File: config.mk
export PLATFORM = sky130hd
export DESIGN_NAME = seq_detect_param_flat
export DESIGN_NICKNAME = d
export VERILOG_FILES = /design/src/rtl/seq_detect_param_pkg.sv /design/src/rtl/seq_detect_param_if.sv /design/src/rtl/seq_detect_param_prefix_match.sv /design/src/rtl/seq_detect_param.sv /design/src/flat_wrapper.sv
export SDC_FILE = /design/constraint.sdc
export NUM_CORES = 1
export LEC_CHECK = 0
export CAP_MARGIN = 15
export CORE_UTILIZATION = 52
export CTS_BUF_LIST = sky130_fd_sc_hd__clkbuf_4 sky130_fd_sc_hd__clkbuf_8 sky130_fd_sc_hd__clkbuf_16
export CTS_CLUSTER_DIAMETER = 150
export DETAILED_ROUTE_END_ITERATION = 6
export GPL_TIMING_DRIVEN = 0
export PLACE_DENSITY = 0.78
export SYNTH_ARGS = -nofsm -noshare
export SYNTH_HDL_FRONTEND = slang
export SYNTH_HIERARCHICAL = 1
export SYNTH_SLANG_ARGS = --single-unit
export TNS_END_PERCENT = 5
File: constraint.sdc
create_clock -name clock -period 3.1 [get_ports clock]
set_clock_uncertainty 0.05 [all_clocks]
set_input_delay 0.775 -clock clock [delete_from_list [all_inputs] [get_ports clock]]
set_output_delay 0.775 -clock clock [all_outputs]
set_load 0.05 [all_outputs]
File: src/rtl/seq_detect_param_pkg.sv
// Shared definitions for the parametrised sequence detector:
// detection-mode encoding and a ceiling-log2 helper for derived widths.
package csm51a_seq_pkg;

  typedef enum logic {
    MODE_NONOVERLAP = 1'b0,
    MODE_OVERLAP    = 1'b1
  } mode_e;

  // Ceiling log2, used for state and prefix-length widths.
  function automatic int clog2(input int value);
    int r;
    r = 0;
    while ((1 << r) < value) begin
      r = r + 1;
    end
    return r;
  endfunction

endpackage

File: src/rtl/seq_detect_param_if.sv
// Symbol-stream bus of the sequence detector: symbol input, pattern
// programming and the registered detection results.
interface seq_detect_param_if
  import csm51a_seq_pkg::*;
#(
  parameter int SYM_W = 2,
  parameter int DEPTH = 4,
  parameter int CNT_W = 8
);
  localparam int ST_W = clog2(DEPTH);

  logic                   x_valid;
  logic [SYM_W-1:0]       x;
  logic                   pattern_load;
  logic [DEPTH*SYM_W-1:0] pattern_in;
  logic                   overlap;
  logic                   z;
  logic [CNT_W-1:0]       z_count;
  logic [ST_W-1:0]        pstate;

  // Symbol source side.
  modport master (
    output x_valid, x, pattern_load, pattern_in, overlap,
    input  z, z_count, pstate
  );

  // Detector side.
  modport slave (
    input  x_valid, x, pattern_load, pattern_in, overlap,
    output z, z_count, pstate
  );

endinterface

File: src/rtl/seq_detect_param_prefix_match.sv
// Combinational prefix matcher: finds the longest pattern prefix ending in
// the incoming symbol (bounded by the valid history depth) and the longest
// proper border of the pattern, which is where overlap detection resumes.
module seq_prefix_match
  import csm51a_seq_pkg::*;
#(
  parameter int SYM_W = 2,
  parameter int DEPTH = 4,
  parameter int ST_W  = clog2(DEPTH),
  parameter int K_W   = clog2(DEPTH + 1)
) (
  input  logic [DEPTH*SYM_W-1:0]     pattern,
  input  logic [(DEPTH-1)*SYM_W-1:0] hist,
  input  logic [ST_W-1:0]            fill,
  input  logic [SYM_W-1:0]           s,
  output logic [K_W-1:0]             k_new,
  output logic [ST_W-1:0]            fallback
);
  logic [SYM_W-1:0] pat_a  [DEPTH];
  logic [SYM_W-1:0] hist_a [DEPTH-1];
  logic             match_ok_s;
  logic             border_ok_s;

  // Unpack pattern (index 0 = first expected) and history (index 0 = newest).
  always_comb begin
    for (int i = 0; i < DEPTH; i++) begin
      pat_a[i] = pattern[i*SYM_W +: SYM_W];
    end
    for (int j = 0; j < DEPTH - 1; j++) begin
      hist_a[j] = hist[j*SYM_W +: SYM_W];
    end
  end

  // Longest prefix of length k whose last symbol is s and whose first k-1
  // symbols are the k-1 most recent history symbols, oldest first.
  always_comb begin
    k_new      = '0;
    match_ok_s = 1'b0;
    for (int k = 1; k <= DEPTH; k++) begin
      match_ok_s = (int'(fill) >= k - 1) && (pat_a[k-1] == s);
      for (int j = 0; j < k - 1; j++) begin
        match_ok_s = match_ok_s && (pat_a[k-2-j] == hist_a[j]);
      end
      k_new = match_ok_s ? K_W'(k) : k_new;
    end
  end

  // Longest proper prefix of the pattern that is also its suffix.
  always_comb begin
    fallback    = '0;
    border_ok_s = 1'b0;
    for (int l = 1; l < DEPTH; l++) begin
      border_ok_s = 1'b1;
      for (int j = 0; j < l; j++) begin
        border_ok_s = border_ok_s && (pat_a[j] == pat_a[DEPTH-l+j]);
      end
      fallback = border_ok_s ? ST_W'(l) : fallback;
    end
  end

endmodule

File: src/rtl/seq_detect_param.sv
// Parametrised sequence detector: holds pattern, symbol history, fill level,
// matched-prefix state and a saturating match counter. Prefix arithmetic
// lives in seq_prefix_match.
module seq_detect_param
  import csm51a_seq_pkg::*;
#(
  parameter int SYM_W = 2,
  parameter int DEPTH = 4,
  parameter int CNT_W = 8
) (
  input logic               clock,
  input logic               clear,
  seq_detect_param_if.slave bus
);
  localparam int ST_W = clog2(DEPTH);
  localparam int K_W  = clog2(DEPTH + 1);
  localparam int HW   = (DEPTH - 1) * SYM_W;
  localparam int PW   = DEPTH * SYM_W;

  logic [PW-1:0]    pattern_r, pattern_s;
  logic [HW-1:0]    hist_r, hist_s, hist_shift_s;
  logic [ST_W-1:0]  fill_r, fill_s, fill_inc_s;
  logic [ST_W-1:0]  pstate_r, pstate_s;
  logic             z_r, z_s;
  logic [CNT_W-1:0] cnt_r, cnt_s;
  logic [K_W-1:0]   k_new_s;
  logic [ST_W-1:0]  fallback_s;

  seq_prefix_match #(
    .SYM_W (SYM_W),
    .DEPTH (DEPTH),
    .ST_W  (ST_W),
    .K_W   (K_W)
  ) u_match (
    .pattern  (pattern_r),
    .hist     (hist_r),
    .fill     (fill_r),
    .s        (bus.x),
    .k_new    (k_new_s),
    .fallback (fallback_s)
  );

  // Newest symbol enters at the low end; fill saturates at DEPTH-1.
  assign hist_shift_s = HW'({hist_r, bus.x});
  assign fill_inc_s   = (fill_r == ST_W'(DEPTH - 1)) ? fill_r : fill_r + ST_W'(1);

  // Next-state: load flushes history, accepted symbols advance the match.
  always_comb begin
    pattern_s = pattern_r;
    hist_s    = hist_r;
    fill_s    = fill_r;
    pstate_s  = pstate_r;
    cnt_s     = cnt_r;
    z_s       = 1'b0;
    if (bus.pattern_load) begin
      pattern_s = bus.pattern_in;
      fill_s    = '0;
      pstate_s  = '0;
    end else if (bus.x_valid) begin
      if (k_new_s == K_W'(DEPTH)) begin
        z_s   = 1'b1;
        cnt_s = (cnt_r == {CNT_W{1'b1}}) ? cnt_r : cnt_r + CNT_W'(1);
        if (bus.overlap == MODE_OVERLAP) begin
          hist_s   = hist_shift_s;
          fill_s   = fill_inc_s;
          pstate_s = fallback_s;
        end else begin
          fill_s   = '0;
          pstate_s = '0;
        end
      end else begin
        hist_s   = hist_shift_s;
        fill_s   = fill_inc_s;
        pstate_s = ST_W'(k_new_s);
      end
    end else begin
      z_s = 1'b0;
    end
  end

  // State and output registers with asynchronous active-low clear.
  always_ff @(posedge clock or negedge clear) begin
    if (!clear) begin
      pattern_r <= '0;
      hist_r    <= '0;
      fill_r    <= '0;
      pstate_r  <= '0;
      z_r       <= 1'b0;
      cnt_r     <= '0;
    end else begin
      pattern_r <= pattern_s;
      hist_r    <= hist_s;
      fill_r    <= fill_s;
      pstate_r  <= pstate_s;
      z_r       <= z_s;
      cnt_r     <= cnt_s;
    end
  end

  assign bus.z       = z_r;
  assign bus.z_count = cnt_r;
  assign bus.pstate  = pstate_r;

endmodule

File: src/flat_wrapper.sv
// flat-port wrapper written by rule: the top's interface ports become plain ports
module seq_detect_param_flat import csm51a_seq_pkg::*;
#(
  parameter int SYM_W = 2,
  parameter int DEPTH = 4,
  parameter int CNT_W = 8
)
  (clock, clear, bus_x_valid, bus_x, bus_pattern_load, bus_pattern_in, bus_overlap, bus_z, bus_z_count, bus_pstate);
  seq_detect_param_if #(.SYM_W(SYM_W), .DEPTH(DEPTH), .CNT_W(CNT_W)) bus_i ();
  input logic clock;
  input logic clear;
  input wire logic [$bits(bus_i.x_valid)-1:0] bus_x_valid;
  input wire logic [$bits(bus_i.x)-1:0] bus_x;
  input wire logic [$bits(bus_i.pattern_load)-1:0] bus_pattern_load;
  input wire logic [$bits(bus_i.pattern_in)-1:0] bus_pattern_in;
  input wire logic [$bits(bus_i.overlap)-1:0] bus_overlap;
  output wire logic [$bits(bus_i.z)-1:0] bus_z;
  output wire logic [$bits(bus_i.z_count)-1:0] bus_z_count;
  output wire logic [$bits(bus_i.pstate)-1:0] bus_pstate;
  assign bus_i.x_valid = bus_x_valid;
  assign bus_i.x = bus_x;
  assign bus_i.pattern_load = bus_pattern_load;
  assign bus_i.pattern_in = bus_pattern_in;
  assign bus_i.overlap = bus_overlap;
  assign bus_z = bus_i.z;
  assign bus_z_count = bus_i.z_count;
  assign bus_pstate = bus_i.pstate;
  seq_detect_param #(.SYM_W(SYM_W), .DEPTH(DEPTH), .CNT_W(CNT_W)) u_core (.clock(clock), .clear(clear), .bus(bus_i));
endmodule
# Word-level counts from Yosys, hierarchy flattened
# Index checks and enable logic that the tools add are counted.
# op_classes
mux,21
reduce_logical,15
n_eq_ne,20
n_addsub,2
magnitude_cmp,3
n_bitwise,2
# ops
operator,n
== test 2 bit,16
two-way mux 2 bit,13
logical AND 1 bit,12
two-way mux 6 bit,2
adder 8 x 1 -> 8 bit (second input constant),1
== test 8 bit (second input constant),1
two-way mux 1 bit,5
greater-or-equal comparator 2 bit (second input constant),2
AND reduction 4 bit,1
== test 3 bit (second input constant),1
two-way mux 3 bit,1
AND reduction 3 bit,1
adder 2 x 1 -> 2 bit (second input constant),1
== test 2 bit (second input constant),1
greater-or-equal comparator 2 x 1 -> 1 bit (second input constant),1
!= test 2 bit (second input constant),1
inverter 1 bit,2
nonzero test 2 bit,1
# totals
out_inout_bits,11
wordCells,69
inputBits,15
reg_bits,27

# Logic depth before layout (Yosys ltp)
# Gate-level depths: netlist of the first run.
# depth
depth_word,10
depth_mapped,10

# By module
# The synthesis of the first run kept the hierarchy.
# modules_own_cells
mod,instances,cells_per_inst,area_each_um2
seq_detect_param,1,89,1178.6
seq_prefix_match,1,44,350.3

# Worst setup path after synthesis of the first run
# No wires, ideal clock.
# synth_path
kind,input-to-reg
startpoint,input bus_x[1]
endpoint,register u_core.hist_r[0]
arrival_ps,2530
setup_slack_ps,395
stages,8
path_buffers,1
path_cell_list,clkbuf_2 > xnor2_1 > nand4_1 > or4_4 > a21oi_1 > nor3b_4 > a21boi_4 > mux2_2
# synth_via
elab_chain_len,9
word_cells_on_any_way,21
# synth_lines
item,line_no,source
"start, declared",flat_wrapper.sv:13,input wire logic [$bits(bus_i.x)-1:0] bus_x;
== test 2 bit,seq_detect_param_prefix_match.sv:40,match_ok_s = (int'(fill) >= k - 1) && (pat_a[k-1] == s);
logical AND 1 bit,seq_detect_param_prefix_match.sv:40,
logical AND 1 bit,seq_detect_param_prefix_match.sv:42,match_ok_s = match_ok_s && (pat_a[k-2-j] == hist_a[j]);
two-way mux 2 bit or logical AND 1 bit (tied branches) (2 in a row),"seq_detect_param_prefix_match.sv:44, seq_detect_param_prefix_match.sv:42",
two-way mux 3 bit (*),seq_detect_param_prefix_match.sv:44,k_new = match_ok_s ? K_W'(k) : k_new;
via u_core.k_new_s[0],seq_detect_param.sv:26,logic [K_W-1:0] k_new_s;
== test 3 bit (*),seq_detect_param.sv:60,if (k_new_s == K_W'(DEPTH)) begin
!= test 2 bit (no line),-,
AND reduction 3 bit (no line),-,
"end signal, assigned",seq_detect_param.sv:92,hist_r <= hist_s;
"end, declared",seq_detect_param.sv:21,"logic [HW-1:0] hist_r, hist_s, hist_shift_s;"
# Mark *: on every way through the listed nets, which the timed path passes. The rest lies on a longest branch.
# A chain may end at the register's enable or synchronous reset.

# Worst setup path after layout of the first run
# layout_path
startpoint,input bus_x[0]
endpoint,register u_core.hist_r[0]
# The elaborated chain is that of the path after synthesis.

==> impl.org, run 1 <==
** Routing
- Aggregate routed wire length :: 2.879 mm
- After detailed routing, the number of vias per cell comes to 5.689.
- The routed layout has 1098 vias.
- Number of iterations in the first detailed-routing pass :: 4
- After detailed routing, no signal wire sits above met4.
- Remaining antenna violation count after routing :: 0
- WL met3 :: 124 um
- M1 wire length :: 1.343 mm
- Met2 Wirelength :: 1.370 mm
- The detailed router finished its first iteration with 30 violations.
- Routed wire per std cell :: 14.92 um
- Post-route DRC violation count :: 0

** CTS
- Clock tree from TritonCTS :: done
- Clock tree synthesis selected as its root buffer the cell sky130_fd_sc_hd__clkbuf_4.
- Clock latency on the worst-skew pair, taken at its later pin, is 0.33 ns.
- Clock sinks :: 27
- H-tree Lvls :: 1
- Buffers inserted to repair hold after CTS numbered 0.
- In this run, CTS created clock tree buffers numbering 3.
- After clock tree synthesis, the clock-pin slew on the worst setup and hold paths is 0.15 ns.
- The longest clock path from root to sink contains 2 buffers.

** Synthesis
- The number of different library cells used by synthesis comes to 37.
- In this run, synthesis produced a sequential element count of 27.
- Cell count after synthesis :: 133
- The share of the Yosys chip area taken by registers is 44.19%.
- The number of nets in the synthesized netlist is 149.
- Cell Area, Synth :: 1529 um2
- Yosys printed 6 warnings.
- Average cell area after synthesis :: 11.50 um2

** Timing
- Final count of pins violating max slew :: 0
- Setup repair after global routing left no endpoint under its margin.
- Measured against its own limit, the worst slew margin works out to 60.96%.
- Transition time of the tightest slew-check pin :: 0.5856 ns
- Count of final setup violators :: 0
- Final clock period utilization by the worst path :: 97.07%
- Based on the critical path, the design can be clocked at up to 332.3 MHz.
- The number of hold-slack violations in the final timing report is 0.
- Subtracting the final worst setup slack from the clock period gives 3.009 ns.

** Critical path
- In this run the worst path has a maximum fanout of 8.
- The largest single stage delay on the critical path is 0.60 ns.
- Setup crit end kind :: register
- Traced cell by cell, the critical path runs through clkdlybuf4s50_1 -> xnor2_1 -> nand4_1 -> or4_4 -> a21oi_1 -> nor3b_4 -> a21boi_4 -> mux2_2.
- The largest individual stage delay along the critical path comes from the cell sky130_fd_sc_hd__clkdlybuf4s50_1.
- Worst endpoint data arrival time :: 3.19 ns
- Worst Path Class, Setup :: input port to register
- The critical path crosses 8 cells after its start point.
- Broken down by cell family, the worst path's largest delay share belongs to simple AND/OR/NAND/NOR gates.
- Critical Path Source Type :: input port
- Endpoint required time on the critical path :: 3.28 ns
- FF-to-FF path depth :: 7
- Buffering stage count on the worst path with inverters included :: 1

** Power and ir drop
- For this design the ratio of total power to cell area is 412.3 nW/um2.
- Lkg Pwr :: 0.7674 nW
- Worst ir drop on vdd :: 0.3720 mV
- Overall Power :: 0.7619 mW

** Final layout
- Share of layout cells above drive strength 1 :: 19.14%
- Summing all multi-input logic gate instances after layout gives 793.3 um2.
- Registers take 675.6 um2.
- Final Cell Area :: 1848 um2
- The number of antenna diodes in the final layout is 0.
- Compared with the post-synthesis result, the final layout area differs by 20.87%.
- The filler cells instantiated in the layout total 221.
- Final cell utilization of the core :: 66.44%
- Net total in the final layout :: 179

** Die
- Placement row count :: 19
- In this run the vertical extent of the chip is 56.23 um.
- In this run the count of I/O pins placed on the die edge is 26.
- Core box area :: 2781 um2
- The floorplan step set the die width to 56.23 um.
- The die covers 3161 um2.
- Initial Util :: 54.97%

** Place
- The HPWL after detailed placement is 2.191 mm.
- Placed cell areas :: 1818 um2
- Routability-driven placement congestion ratio :: 0.7456
- Number of buffers inserted by port buffering :: 25

** Flow run
- The tool flagged a number of max-cap violations equal to 0.

** Global route
- Via count of the first global-routing pass :: 1083
- Entering global routing, the biggest net connects 28 pins.
- The first global-routing pass estimated 5.119 mm of wire.
- GRT overflow :: 0
- Number of antenna violations at the first check in global routing :: 0
- Global routing consumed, over all layers together, 20.73% of the routing resources.

** Status
- The run finished with clean final reports.

** Min path
- In this run the worst hold path is classified as input port to asynchronous set/reset pin.
-- sequential cells by signal, indices dropped and copies added (netlist names) --
register	count
u_core/fill_r	2
u_core/bus.pstate	2
u_core/bus.z_count	8
u_core/pattern_r	8
u_core/bus.z	1
u_core/hist_r	6
-- path summary, 6_finish.rpt --
check	slack (ns)	end	startpoint
worst max-delay path	0.09	u_core/hist_r[0]	bus_x[0]
worst min-delay path	0.37	u_core/bus.pstate[0]	clear
worst max register to register	0.59	u_core/hist_r[0]	u_core/pattern_r[1]
worst min register to register	0.50	u_core/hist_r[5]	u_core/hist_r[5]
max in group asynchronous	2.25	u_core/pattern_r[2]	clear
min in group clock	0.50	u_core/hist_r[5]	u_core/hist_r[5]
-- logic make-up after synthesis --
| logic type | Yosys count | synth area share [%] |
|---|---|---|
| XOR/XNOR | 30 | 17.19 |
| AND/OR/NAND/NOR | 32 | 13.50 |
| flip-flops | 27 | 44.19 |
| multiplexers | 17 | 12.36 |
| AO/OA/AOI/OAI | 16 | 7.693 |
| adder cells (fa/ha/maj) | 1 | 0.8182 |
| buffers and inverters | 10 | 4.255 |
-- final cells by class --
class | count | share of cell area (%)
clock buffers | 3 | 1.219
repair buffers | 25 | 13.27
inverters | 4 | 0.8125
multi-input cells | 96 | 42.92
plain buffers | 6 | 2.708
clock inverters | 1 | 0.4062
flip-flops and latches | 27 | 36.56
well taps | 31 | 2.099
-- repair_timing --
| item | 4_1_cts | 5_1_grt |
|---|---|---|
| endpoints found under the setup margin | 0 | 1 |
| gates resized for setup | 0 | 1 |
| setup buffers | 0 | 0 |
-- power breakdown --
group | total [mW] | leakage (nW) | internal [mW] | switching, mW
sequential | 0.425 | 0.339 | 0.385 | 0.0405
clock | 0.157 | 0.0139 | 0.0495 | 0.107
combinational | 0.180 | 0.415 | 0.0986 | 0.0811
total | 0.762 | 0.767 | 0.533 | 0.229
-- cells in the mapped netlist --
cell type | n | share of area, %
sky130_fd_sc_hd__dfrtp_1 | 27 | 44
sky130_fd_sc_hd__mux2_2 | 15 | 11
sky130_fd_sc_hd__xnor2_1 | 15 | 8.6
sky130_fd_sc_hd__xor2_1 | 15 | 8.6
sky130_fd_sc_hd__nor2_1 | 8 | 2.0
sky130_fd_sc_hd__nand4_1 | 6 | 2.5
sky130_fd_sc_hd__a21oi_1 | 5 | 1.6
sky130_fd_sc_hd__nand3_1 | 5 | 1.6
sky130_fd_sc_hd__inv_1 | 4 | 0.98
sky130_fd_sc_hd__buf_6 | 3 | 2.2
sky130_fd_sc_hd__mux2i_1 | 2 | 1.3
sky130_fd_sc_hd__nor3_1 | 2 | 0.65
sky130_fd_sc_hd__o21ai_0 | 2 | 0.65
sky130_fd_sc_hd__a211oi_1 | 1 | 0.49
sky130_fd_sc_hd__a21boi_0 | 1 | 0.49
sky130_fd_sc_hd__a21boi_4 | 1 | 1.2
sky130_fd_sc_hd__a21oi_2 | 1 | 0.57
sky130_fd_sc_hd__a22o_1 | 1 | 0.57
sky130_fd_sc_hd__a31oi_1 | 1 | 0.41
sky130_fd_sc_hd__a41oi_1 | 1 | 0.57
sky130_fd_sc_hd__and2_1 | 1 | 0.41
sky130_fd_sc_hd__and2b_1 | 1 | 0.49
sky130_fd_sc_hd__and4_1 | 1 | 0.57
sky130_fd_sc_hd__buf_4 | 1 | 0.49
sky130_fd_sc_hd__clkbuf_1 | 1 | 0.25
sky130_fd_sc_hd__clkbuf_2 | 1 | 0.33
sky130_fd_sc_hd__ha_1 | 1 | 0.82
sky130_fd_sc_hd__nand2_1 | 1 | 0.25
sky130_fd_sc_hd__nand2b_1 | 1 | 0.41
sky130_fd_sc_hd__nand4_4 | 1 | 1.4
sky130_fd_sc_hd__nor2b_1 | 1 | 0.41
sky130_fd_sc_hd__nor3b_4 | 1 | 1.2
sky130_fd_sc_hd__nor4_1 | 1 | 0.41
sky130_fd_sc_hd__o211ai_1 | 1 | 0.49
sky130_fd_sc_hd__o41ai_1 | 1 | 0.57
sky130_fd_sc_hd__or4_1 | 1 | 0.49
sky130_fd_sc_hd__or4_4 | 1 | 0.74
-- per-layer routing --
layer / track usage (%) / up-vias
met1: 29.55 / 537
li1: - / 524
met2: 31.29 / 31
met4: 9.059 / 0
met3: 3.256 / 6
met5: 0 / -
-- worst register-to-register path: cells and delay by family, from the launching register on --
kind / cells / cell delay [ns]
AO/OA/AOI/OAI: 2 / 0.62
XOR/XNOR: 1 / 0.16
buffers and inverters: 1 / 0.15
flip-flops: 1 / 0.42
multiplexers: 1 / 0.38
AND/OR/NAND/NOR: 2 / 0.65
-- stage by stage --
| stage | hold WS (ns) | instances | setup TNS, ns | setup WS (ns) |
|---|---|---|---|---|
| after floorplan | 0.4294 | 133 | 0 | 0.3954 |
| after global placement | 0.4677 | 189 | -2.223 | -0.2566 |
| after detailed placement | 0.4764 | 189 | -2.629 | -0.2920 |
| after CTS | 0.5086 | 193 | 0 | 0.08840 |
| after global routing | 0.4002 | 193 | 0 | 0.00009992 |
| final | 0.3664 | 193 | 0 | 0.09073 |
-- cells in the final DEF, fill, tap and decap left out, types with 2 or more instances in the layout --
cell type,n
sky130_fd_sc_hd__a21oi_1,5
sky130_fd_sc_hd__buf_6,3
sky130_fd_sc_hd__clkbuf_4,3
sky130_fd_sc_hd__clkdlybuf4s50_1,24
sky130_fd_sc_hd__dfrtp_1,27
sky130_fd_sc_hd__inv_1,4
sky130_fd_sc_hd__mux2_2,15
sky130_fd_sc_hd__mux2i_1,2
sky130_fd_sc_hd__nand3_1,5
sky130_fd_sc_hd__nand4_1,6
sky130_fd_sc_hd__nor2_1,8
sky130_fd_sc_hd__o21ai_0,2
sky130_fd_sc_hd__xnor2_1,15
sky130_fd_sc_hd__xor2_1,15
(Power assumes the default switching activity.)
==> inputs of run 2 (changes only) <==
- CELL_PAD_IN_SITES_DETAIL_PLACEMENT: unset -> 0
- CELL_PAD_IN_SITES_GLOBAL_PLACEMENT: unset -> 1
- CORE_UTILIZATION: 52 -> 41
- PLACE_DENSITY: 0.78 -> unset
- PLACE_DENSITY_LB_ADDON: unset -> 0.1
==> run 2 against run 1 <==
Compared with the run above: die area rose by 26%; maximum frequency up 1.2%; hold slack better by 0.12 ns; sequential cell count stayed put; power up 6.5%; count of clock-buffer cells in the layout did not move; register-to-register slack improved by 0.14 ns; core utilization fell by 10 points.
==> impl.org, run 2 (synthesis gave the netlist of run 1 again) <==
** Die
- Die outline width :: 63.07 um (was 56.23 um)
- Total Die Area :: 3977 um2 (was 3161 um2)
- Number of top-level pins :: 26 (unchanged)
- Placement row count :: 21 (was 19)
- The placeable core region was 3442 um2 (was 2781 um2).
- Initial Util :: 44.42% (was 54.97%)
- Die Height :: 63.07 um (was 56.23 um)

** CTS
- Clock sinks :: 27 (unchanged)
- The clock tree from TritonCTS is done (unchanged).
- The buffer type at the clock tree root was sky130_fd_sc_hd__clkbuf_8 (was sky130_fd_sc_hd__clkbuf_4).
- The total clock buffers created by CTS came to 3 (unchanged).
- Buffers from clock root to sink, at most :: 2 (unchanged)
- The clock latency at the later pin of the worst-skew pair is 0.27 ns (was 0.33 ns).
- Number of hold-repair buffers added at the cts stage :: 0 (unchanged)
- Clock transition at the registers of the reported paths :: 0.09 ns (was 0.15 ns)
- H-tree Lvls :: 1 (unchanged)

** Final layout
- The post-route cell area came to 1939 um2 (was 1848 um2).
- Share of layout cells above drive strength 1 :: 20.12% (was 19.14%)
- The number of nets in the final layout is 181 (was 179).
- The count of antenna diodes in the layout came to 0 (unchanged).
- Most common library cell in the layout ignoring fill and taps :: sky130_fd_sc_hd__dfrtp_1 (unchanged)
- The final design utilization came to 56.34% (was 66.44%).
- The post-synthesis to final-layout area growth was 26.84% (was 20.87%).
- Most used cells in the layout excluding fill and tap cells: sky130_fd_sc_hd__dfrtp_1, sky130_fd_sc_hd__clkdlybuf4s50_1, sky130_fd_sc_hd__xnor2_1, sky130_fd_sc_hd__mux2_2, sky130_fd_sc_hd__xor2_1 (unchanged).
- The number of standard cells in the layout, taps in and fillers out is 210 (was 193).

** Routing
- The mean routed wirelength per cell is 14.02 um (was 14.92 um).
- The initial DRC count was 43 (was 30).
- Routed via count :: 1031 (was 1098)
- The number of nets with antenna violations after detailed routing is 0 (unchanged).
- The number of detailed-route iterations in the first pass is 4 (unchanged).
- Mean number of vias per cell :: 4.910 (was 5.689)
- The number of DRC violations after detailed routing came to 0 (unchanged).
- Aggregate routed wire length :: 2.945 mm (was 2.879 mm)

** Critical path
- The critical path class was input port to register (unchanged).
- Worst endpoint data arrival time :: 3.11 ns (was 3.19 ns)
- Critical path origin :: bus_x[1] (was bus_x[0])
- The family of cells with the greatest summed delay on the critical path was compound AO/OA/AOI/OAI gates (was simple AND/OR/NAND/NOR gates).
- The type of destination of the critical path is a register (unchanged).
- Critical R2R Launch :: u_core/pattern_r[0] (was u_core/pattern_r[1])
- The critical-path cell with the highest stage delay was sky130_fd_sc_hd__clkdlybuf4s50_1 (unchanged).
- Longest individual stage delay on the worst path :: 0.47 ns (was 0.60 ns)
- The type of element launching the critical path is an input port (unchanged).
- The register-to-register setup slack was 0.73 ns (was 0.59 ns).
- The data required time at the worst endpoint was 3.24 ns (was 3.28 ns).
- Reg2reg end :: u_core/bus.z_count[5] (was u_core/hist_r[0])
- FF-to-FF path depth :: 8 (was 7)
- The critical-path maximum fanout came to 4 (was 8).
- Critical Path, Cell by Cell :: clkdlybuf4s50_1 -> clkbuf_2 -> xnor2_1 -> o21ai_0 -> o41ai_1 -> a21oi_2 -> nor3b_4 -> o211ai_1 -> nor3_1 -> xor2_1 (was clkdlybuf4s50_1 -> xnor2_1 -> nand4_1 -> or4_4 -> a21oi_1 -> nor3b_4 -> a21boi_4 -> mux2_2)
- The combined buffer and inverter count along the critical path is 2 (was 1).

** Min path
- Number of stages on the worst hold path :: 1
- The startpoint identified for the worst hold timing path is u_core/pattern_r[1].
- The path with the worst hold slack has its endpoint at u_core/pattern_r[1].
- Hold Crit Class :: register to register (was input port to asynchronous set/reset pin)

** Place
- The post-detailed-placement cell area is 1864 um2 (was 1818 um2).
- Total placed cells including tap cells :: 205 (was 189)
- The worst slack at placement was -0.3163 ns (was -0.2920 ns).
- The count of buffers inserted at the top-level ports came to 25 (unchanged).
- The global placement routability congestion is 0.7487 (was 0.7456).
- Dpl hpwl :: 2.326 mm (was 2.191 mm)

** Global route
- The number of global-route vias before repair came to 1077 (was 1083).
- Maximum number of pins on one net before global-route repair :: 17 (was 28)
- GRT overflow :: 0 (unchanged)
- Number of antenna violations at the first check in global routing :: 0 (unchanged)
- Total Routing Usage GR :: 16.78% (was 20.73%)
- The first-pass GRT wire length is 5.154 mm (was 5.119 mm).

** Timing
- Final clock period utilization by the worst path :: 95.96% (was 97.07%)
- The highest attainable clock frequency came to 336.2 MHz (was 332.3 MHz).
- Unrepaired setup endpoints after global routing: true (was false).
- The number of hold-slack violations in the final timing report was 0 (unchanged).
- The post-layout minimum cycle time was 2.975 ns (was 3.009 ns).
- The final setup violation count was 0 (unchanged).
- The transition time at the pin with the least slew margin came to 0.6171 ns (was 0.5856 ns).
- Final count of pins violating max slew :: 0 (unchanged)
- The headroom to the max-slew limit came to 58.73% (was 60.96%).
- The post-route worst setup slack was 0.1252 ns (was 0.09073 ns).

** Power and ir drop
- The total power density per cell area is 418.3 nW/um2 (was 412.3 nW/um2).
- The total power came to 0.8111 mW (was 0.7619 mW).
- Lkg Pwr :: 0.8007 nW (was 0.7674 nW)
- Worst ir drop on vdd :: 0.2122 mV (was 0.3720 mV)

** Status
- Run status :: complete, no violations (unchanged)

** Flow run
- The max-capacitance violation count came to 0 (unchanged).
-- run 2: how the worst max path moves through the flow --
| stage | depth (start not counted) | slack [ns] | endpoint |
|---|---|---|---|
| floorplan | 8 | 0.40 | u_core/hist_r[0] |
| global placement | 9 | -0.29 | u_core/hist_r[2] |
| detailed placement | 9 | -0.32 | u_core/hist_r[4] |
| CTS | 10 | 0.04 | u_core/bus.z_count[5] |
| global route | 10 | -0.02 | u_core/bus.z_count[5] |
| finish | 10 | 0.13 | u_core/bus.z_count[5] |
-- run 2: final cells by class --
type                    instances  area [um2]
clock inverters                 1       5.005
fillers                       305        1503
repair buffers                 27       297.8
clock buffers                   3       41.29
flip-flops and latches         27       675.6
multi-input cells              96       797.0
inverters                       4       15.01
well taps                      46       57.56
plain buffers                   6       50.05
-- run 2: power by group --
part           switching (mW)  internal (mW)  leakage, nW
combinational          0.0786          0.106        0.437
sequential             0.0404          0.385        0.339
clock                   0.112         0.0901       0.0255
-- run 2: per-layer routing --
| layer | vias to the layer above | GRT usage, % | part of all wire [%] |
|---|---|---|---|
| li1 | 531 | - | - |
| met1 | 478 | 23.71 | 52 |
| met2 | 20 | 25.94 | 45 |
| met3 | 2 | 2.355 | 2.8 |
| met4 | 0 | 6.105 | 0.68 |
| met5 | - | 0 | 0 |
-- run 2: repair_timing --
item,in CTS,in global routing
gates cloned,0,0
setup endpoints to repair,6,12
pin swaps,0,1
buffers inserted,0,1
gates resized for setup,1,1
-- run 2: through the flow --
step,hold WS [ns],setup TNS [ns]
after floorplan,0.4294,0
after global placement,0.4668,-2.741
after CTS,0.4951,0
after global routing,0.5094,-0.02475
final,0.4881,0
after detailed placement,0.4728,-3.064
-- run 2: worst reg2reg max path, stage by stage, from the launching register on --
cell and delay, ns:
sky130_fd_sc_hd__dfrtp_1 0.39, sky130_fd_sc_hd__buf_6 0.14, sky130_fd_sc_hd__xor2_1 0.17, sky130_fd_sc_hd__o41ai_1 0.44
sky130_fd_sc_hd__a21oi_2 0.15, sky130_fd_sc_hd__nor3b_4 0.26, sky130_fd_sc_hd__o211ai_1 0.24, sky130_fd_sc_hd__nor3_1 0.25
sky130_fd_sc_hd__xor2_1 0.19
